File: config.mk
export PLATFORM = sky130hd
export DESIGN_NAME = counter_seq_monitor
export DESIGN_NICKNAME = d
export VERILOG_FILES = /design/src/rtl/counter_pkg.sv /design/src/rtl/seq_predict.sv /design/src/rtl/counter_seq_monitor.sv
export SDC_FILE = /design/constraint.sdc
export NUM_CORES = 1
export LEC_CHECK = 0
export CAP_MARGIN = 30
export CORE_UTILIZATION = 45
export CTS_CLUSTER_DIAMETER = 150
export CTS_CLUSTER_SIZE = 16
export DETAILED_ROUTE_END_ITERATION = 6
export PLACE_DENSITY = 0.71
export SYNTH_ARGS = -nofsm -noshare
export SYNTH_HDL_FRONTEND = slang
export SYNTH_SLANG_ARGS = --single-unit
File: constraint.sdc
create_clock -name clk -period 2.79 [get_ports clk]
set_clock_uncertainty 0.15 [all_clocks]
set_input_delay 0.558 -clock clk [delete_from_list [all_inputs] [get_ports clk]]
set_output_delay 0.558 -clock clk [all_outputs]
set_load 0.02 [all_outputs]
File: src/rtl/counter_pkg.sv
// counter_pkg
//   Shared definitions for the counter sequence monitor:
//   - FSM state encoding used by the top-level monitor
//   - sequence-type selectors for the MODE parameter
package counter_pkg;

   typedef enum logic [1:0] {
      ST_ACQUIRE = 2'd0,
      ST_TRACK   = 2'd1,
      ST_LOCKED  = 2'd2
   } state_t;

   localparam int MODE_BIN     = 0;
   localparam int MODE_JOHNSON = 1;

endpackage

File: src/rtl/seq_predict.sv
// seq_predict
//   Combinational sequence model for the monitored counter.
//   Ports:
//     i_prev   - previously sampled counter code
//     i_q      - currently presented counter code
//     o_next   - legal successor of i_prev
//     o_legal  - i_q is a member of the sequence
//     o_idx    - binary position of i_q in the sequence (0 when illegal)
//     o_is_max - i_prev is the last code before the sequence wraps
//     o_is_min - i_q is the first code of the sequence
module seq_predict
   import counter_pkg::*;
#(
   parameter int WIDTH = 4,
   parameter int MODE  = MODE_BIN
) (
   input  logic [WIDTH-1:0] i_prev,
   input  logic [WIDTH-1:0] i_q,
   output logic [WIDTH-1:0] o_next,
   output logic             o_legal,
   output logic [WIDTH-1:0] o_idx,
   output logic             o_is_max,
   output logic             o_is_min
);

   localparam logic [WIDTH-1:0] ZERO        = {WIDTH{1'b0}};
   localparam logic [WIDTH-1:0] ONE         = {{(WIDTH-1){1'b0}}, 1'b1};
   localparam logic [WIDTH-1:0] ALL_ONES    = {WIDTH{1'b1}};
   localparam logic [WIDTH-1:0] JOHNSON_MAX = {1'b1, {(WIDTH-1){1'b0}}};
   // 2*WIDTH may not fit WIDTH bits (WIDTH=2); modular subtraction still
   // yields the right position because the result is always < 2*WIDTH.
   localparam logic [WIDTH-1:0] TWO_W       = WIDTH'(2 * WIDTH);

   logic [WIDTH-1:0] w_ones;
   logic [WIDTH-1:0] w_edges;
   logic             w_legal;

   // Population count of q and number of adjacent-bit transitions in q.
   // A Johnson code has at most one 0/1 boundary across its bits.
   always_comb begin
      w_ones  = ZERO;
      w_edges = ZERO;
      for (int i = 0; i < WIDTH; i++) begin
         w_ones = w_ones + {{(WIDTH-1){1'b0}}, i_q[i]};
      end
      for (int i = 0; i < WIDTH - 1; i++) begin
         w_edges = w_edges + {{(WIDTH-1){1'b0}}, i_q[i] ^ i_q[i+1]};
      end
   end

   // Successor, legality, position and wrap detection per sequence type.
   always_comb begin
      o_is_min = (i_q == ZERO);
      if (MODE == MODE_JOHNSON) begin
         o_next   = {i_prev[WIDTH-2:0], ~i_prev[WIDTH-1]};
         w_legal  = (w_edges <= ONE);
         o_is_max = (i_prev == JOHNSON_MAX);
         if (!w_legal) begin
            o_idx = ZERO;
         end else if (i_q[WIDTH-1] == 1'b0) begin
            o_idx = w_ones;
         end else begin
            o_idx = TWO_W - w_ones;
         end
      end else begin
         o_next   = i_prev + ONE;
         w_legal  = 1'b1;
         o_is_max = (i_prev == ALL_ONES);
         o_idx    = i_q;
      end
      o_legal = w_legal;
   end

endmodule

File: src/rtl/counter_seq_monitor.sv
// counter_seq_monitor
//   Watches a counter stage, predicts each next code, declares lock after
//   LOCK_CNT consecutive correct steps and reports sequence errors.
//   Ports:
//     clk        - system clock, rising edge
//     rst        - asynchronous active-low reset
//     q          - counter code under observation
//     sample_en  - 1 = sample q this edge, 0 = hold state
//     clr_err    - synchronous clear of err_sticky / err_count
//     locked     - FSM is in LOCKED
//     err        - one-cycle pulse on a sequence / illegal-code error while locked
//     err_sticky - set by any err, cleared by clr_err or reset
//     err_count  - saturating error total
//     wrap       - one-cycle pulse on a legal max->min step while locked
//     idx        - registered binary position of the last sample
module counter_seq_monitor
   import counter_pkg::*;
#(
   parameter int WIDTH    = 4,
   parameter int MODE     = MODE_BIN,
   parameter int LOCK_CNT = 2,
   parameter int ERR_W    = 8
) (
   input  logic             clk,
   input  logic             rst,
   input  logic [WIDTH-1:0] q,
   input  logic             sample_en,
   input  logic             clr_err,
   output logic             locked,
   output logic             err,
   output logic             err_sticky,
   output logic [ERR_W-1:0] err_count,
   output logic             wrap,
   output logic [WIDTH-1:0] idx
);

   localparam logic [3:0]       LOCK_TARGET = 4'(LOCK_CNT);
   localparam logic [ERR_W-1:0] CNT_ONE     = {{(ERR_W-1){1'b0}}, 1'b1};
   localparam logic [ERR_W-1:0] CNT_MAX     = {ERR_W{1'b1}};

   state_t           r_state;
   state_t           w_state_next;
   logic [WIDTH-1:0] r_prev;
   logic [WIDTH-1:0] w_prev_next;
   logic [3:0]       r_match;
   logic [3:0]       w_match_next;
   logic [WIDTH-1:0] r_idx;
   logic [WIDTH-1:0] w_idx_next;
   logic             r_locked;
   logic             r_err;
   logic             w_err_next;
   logic             r_wrap;
   logic             w_wrap_next;
   logic             r_sticky;
   logic [ERR_W-1:0] r_count;

   logic [WIDTH-1:0] w_next;
   logic             w_legal;
   logic [WIDTH-1:0] w_idx;
   logic             w_is_max;
   logic             w_is_min;
   logic             w_hit;

   seq_predict #(
      .WIDTH (WIDTH),
      .MODE  (MODE)
   ) u_predict (
      .i_prev   (r_prev),
      .i_q      (q),
      .o_next   (w_next),
      .o_legal  (w_legal),
      .o_idx    (w_idx),
      .o_is_max (w_is_max),
      .o_is_min (w_is_min)
   );

   assign w_hit = w_legal && (q == w_next);

   // Next-state, match counter and pulse decode for one sample.
   always_comb begin
      w_state_next = r_state;
      w_match_next = r_match;
      w_prev_next  = r_prev;
      w_idx_next   = r_idx;
      w_err_next   = 1'b0;
      w_wrap_next  = 1'b0;
      if (sample_en) begin
         w_prev_next = q;
         w_idx_next  = w_idx;
         case (r_state)
            ST_ACQUIRE: begin
               w_match_next = 4'd0;
               if (w_legal) begin
                  w_state_next = ST_TRACK;
               end else begin
                  w_state_next = ST_ACQUIRE;
               end
            end
            ST_TRACK: begin
               if (!w_legal) begin
                  w_match_next = 4'd0;
                  w_state_next = ST_ACQUIRE;
               end else if (w_hit) begin
                  // r_match < LOCK_CNT <= 15 here, so the increment cannot wrap.
                  w_match_next = r_match + 4'd1;
                  if (w_match_next >= LOCK_TARGET) begin
                     w_state_next = ST_LOCKED;
                  end else begin
                     w_state_next = ST_TRACK;
                  end
               end else begin
                  w_match_next = 4'd0;
                  w_state_next = ST_TRACK;
               end
            end
            ST_LOCKED: begin
               if (w_hit) begin
                  w_wrap_next = w_is_max && w_is_min;
               end else begin
                  w_err_next   = 1'b1;
                  w_match_next = 4'd0;
                  if (w_legal) begin
                     w_state_next = ST_TRACK;
                  end else begin
                     w_state_next = ST_ACQUIRE;
                  end
               end
            end
            default: begin
               w_match_next = 4'd0;
               w_state_next = ST_ACQUIRE;
            end
         endcase
      end else begin
         w_state_next = r_state;
         w_match_next = r_match;
      end
   end

   // Sequence state, sampled code, position and pulse registers.
   always_ff @(posedge clk or negedge rst) begin
      if (!rst) begin
         r_state  <= ST_ACQUIRE;
         r_prev   <= {WIDTH{1'b0}};
         r_match  <= 4'd0;
         r_idx    <= {WIDTH{1'b0}};
         r_locked <= 1'b0;
         r_err    <= 1'b0;
         r_wrap   <= 1'b0;
      end else begin
         r_state  <= w_state_next;
         r_prev   <= w_prev_next;
         r_match  <= w_match_next;
         r_idx    <= w_idx_next;
         r_locked <= (w_state_next == ST_LOCKED);
         r_err    <= w_err_next;
         r_wrap   <= w_wrap_next;
      end
   end

   // Error bookkeeping: a new error outranks clr_err so it is never lost.
   // clr_err is an explicit command and acts whether or not q is sampled.
   always_ff @(posedge clk or negedge rst) begin
      if (!rst) begin
         r_sticky <= 1'b0;
         r_count  <= {ERR_W{1'b0}};
      end else if (w_err_next) begin
         r_sticky <= 1'b1;
         if (clr_err) begin
            r_count <= CNT_ONE;
         end else if (r_count == CNT_MAX) begin
            r_count <= CNT_MAX;
         end else begin
            r_count <= r_count + CNT_ONE;
         end
      end else if (clr_err) begin
         r_sticky <= 1'b0;
         r_count  <= {ERR_W{1'b0}};
      end else begin
         r_sticky <= r_sticky;
         r_count  <= r_count;
      end
   end

   assign locked     = r_locked;
   assign err        = r_err;
   assign err_sticky = r_sticky;
   assign err_count  = r_count;
   assign wrap       = r_wrap;
   assign idx        = r_idx;

endmodule
==> summary.txt <==
Seq/Total Area, Yosys -> 45.9%
Via density -> 5.66
Register Area -> 551 um^2
CP cell instances -> clkdlybuf4s50_1, xor2_1, xnor2_1, o21ai_4, or4_1, mux2_1
Routed WL per cell -> 13.5 um
met3 Track Usage GR -> 2.54%
Synth-to-Final Area Change -> 26.3%
Leak Pwr -> 0.000616 uW
Max Freq -> 0.413 GHz
most common cell after layout, fill and taps aside -> clkdlybuf4s50_1
post-cts resize count -> 0
critical setup path kind -> primary input to register
first drt pass iteration count -> 4
RSZ-0062 raised after global routing -> false
Synth Instances -> 119
Worst setup EP type -> register
layout cell share with drive strength beyond 1 -> 11.0%
Max Cap Violations -> 0
Slew HR -> 75.4%
Startpoint Class -> primary input
# rows -> 18
Worst EP arrival -> 2.48 ns
DRT antenna net count -> 0
area leader, netlist -> dfrtp_1
part of the cycle the worst path needs -> 86.8%
pre-CTS WS -> 0.0234 ns
Hold WS -> 0.377 ns
global route hottest layer -> met2
core footprint -> 2500 um^2
worst setup margin -> 0.368 ns
CP max stage cell -> or4_1
grt met1 use -> 25.1%
WHS Endpoint -> err_sticky$_DFFE_PN0P_
Iter 0 DRT Violations -> 11
RR Endpoint -> err_count[7]$_DFFE_PN0P_
grt total ovfl -> 0
min cycle time layout -> 2.42 ns
Synth Flop Type -> dfrtp_1
synth top area cells -> dfrtp_1, ha_1, mux2_2
Final Setup Violations -> 0
hold path depth -> 2
GR Util met2 -> 31.0%
first-pass GRT wire length -> 3.93 mm
Post-synth ARST share -> 100%
worst slew pin tran -> 0.366 ns
DIE AREA -> 2870 um^2
Slew Limit Fails -> 0
dpl hpwl -> 1.73 mm
# port buffers -> 23
WL final -> 2.37 mm
DRC viols -> 0
clk sinks -> 22
Mapped Nets -> 131
Multi-input gate area -> 603 um^2
Clk Tree Root Cell -> clkbuf_4
vias in the first global route -> 926
crit-path max cell delay -> 0.54 ns
status -> completed
Tot GR Track Use -> 19.2%
hold buffer count at cts -> 0
worst reg2reg startpoint -> idx[0]$_DFFE_PN0P_
via count -> 997
n_diodes -> 0
Worst R2R Path Depth -> 6
Final GP Congestion -> 0.813
die span in y -> 53.6 um
Area after DPL -> 1480 um^2
I/O pin total -> 24
largest net degree at the start of global routing -> 23
pwr/cell area -> 411 nW/um^2
Overall Power -> 623 uW
reg2reg setup slack -> 0.43 ns
min-delay src -> err_sticky$_DFFE_PN0P_
register bit total from synthesis -> 22
Worst VDD drop -> 0.000302 V
setup TNS -> 0 ns
postcts setup bufs -> 0
Hold Vio Cnt, Final -> 0
critical-path maximum fanout -> 3
Synth cell types -> 40
initial antenna violation count -> 0
Min-Delay Path Class -> register to register
Mapped Area -> 1200 um^2
fin area -> 1510 um^2
Initial Util -> 47.9%
# nets final -> 159
CTS tree -> yes
Avg Inst Size Synth -> 10.1 um^2
CTS buffer count -> 3
Yosys top cell area share -> 45.9%
width of the die -> 53.6 um
Max Root-Sink Buffers -> 2
Clock Latency Late Sink -> 0.30 ns
CTS H-tree lvls -> 1
Crit path required time -> 2.84 ns
commonest non-fill, non-tap cells in the layout -> clkdlybuf4s50_1, dfrtp_1, nand3_1
synth warn -> 0
CTS clk-pin slew, worst paths -> 0.12 ns
EDFF count, synth -> 0
Fill cells -> 227
[sequential cells by signal, summed over array words and instances (netlist names)]
| signal | flops |
|---|---|
| err | 1 |
| idx | 4 |
| r_match | 4 |
| wrap | 1 |
| locked | 1 |
| r_state | 2 |
| err_sticky | 1 |
| err_count | 8 |
[final cells by class]
type                            count  area share [%]
Timing Repair Buffer               27            17.2
Inverter                            7            1.74
Tap cell                           30            2.48
Clock buffer                        4            2.40
Multi-Input combinational cell     86            39.8
Sequential cell                    22            36.4
[worst max-delay path, delay by kind of cell]
family	cells	cell delay (ns)
buffers and inverters	1	0.46
muxes	1	0.32
xor gates and xnor gates	2	0.51
and+or+nand+nor	1	0.54
AOI/OAI and AO/OA	1	0.09
[how the worst max path moves through the flow]
| stage | start | endpoint | slack [ns] | depth (start not counted) |
|---|---|---|---|---|
| floorplan | idx[0]$_DFFE_PN0P_ | err_count[7]$_DFFE_PN0P_ | 0.41 | 6 |
| global placement | q[3] | err_count[7]$_DFFE_PN0P_ | 0.08 | 6 |
| detailed placement | q[3] | err_count[7]$_DFFE_PN0P_ | 0.02 | 6 |
| CTS | q[3] | err_count[7]$_DFFE_PN0P_ | 0.37 | 6 |
| global route | q[3] | err_count[7]$_DFFE_PN0P_ | 0.30 | 6 |
| finish | q[3] | err_count[7]$_DFFE_PN0P_ | 0.37 | 6 |
[where the power goes]
part	total [uW]	internal (uW)	leakage, uW	switching (uW)
logic	107	51.3	0.000302	55.4
clock network	176	79.6	0.0000210	96.3
registers	340	328	0.000293	12.1
total	623	459	0.000616	164
[cells by family (layout without fill, tap and decap cells)]
kind of cell | after synthesis | in the layout | share of synthesized area [%]
AND/OR/NAND/NOR | 46 | 46 | 21.1
AO/OA/AOI/OAI | 23 | 23 | 13.3
flip-flops | 22 | 22 | 45.9
buffers and inverters | 11 | 38 | 3.76
XOR/XNOR | 7 | 7 | 6.26
multiplexers | 6 | 6 | 5.53
adder cells (fa/ha/maj) | 4 | 4 | 4.18
[Yosys cell counts (3+ instances only)]
cell type   n
a31oi_1     5
xnor2_1     4
dfrtp_1    22
nor2_1      7
o21ai_0     3
a21oi_1     4
nor3_1      7
ha_1        4
inv_1       7
nand3_1     8
o22ai_1     3
nor2b_1     3
nand2_1     6
mux2_2      4
[through the flow]
step / util, % / std cells
final: 60.6 / 176
after floorplan: - / 119
after CTS: 60.6 / 176
after global placement: 59.1 / 172
after global routing: 60.6 / 176
after detailed placement: 59.1 / 172
[per-layer routing]
layer | share of wire, % | routed length (um)
met5 | 0 | 0
met3 | 3.7 | 88
met2 | 49 | 1150
met4 | 0.80 | 19
met1 | 47 | 1110
No activity file was read; power rests on OpenSTA's default activity.
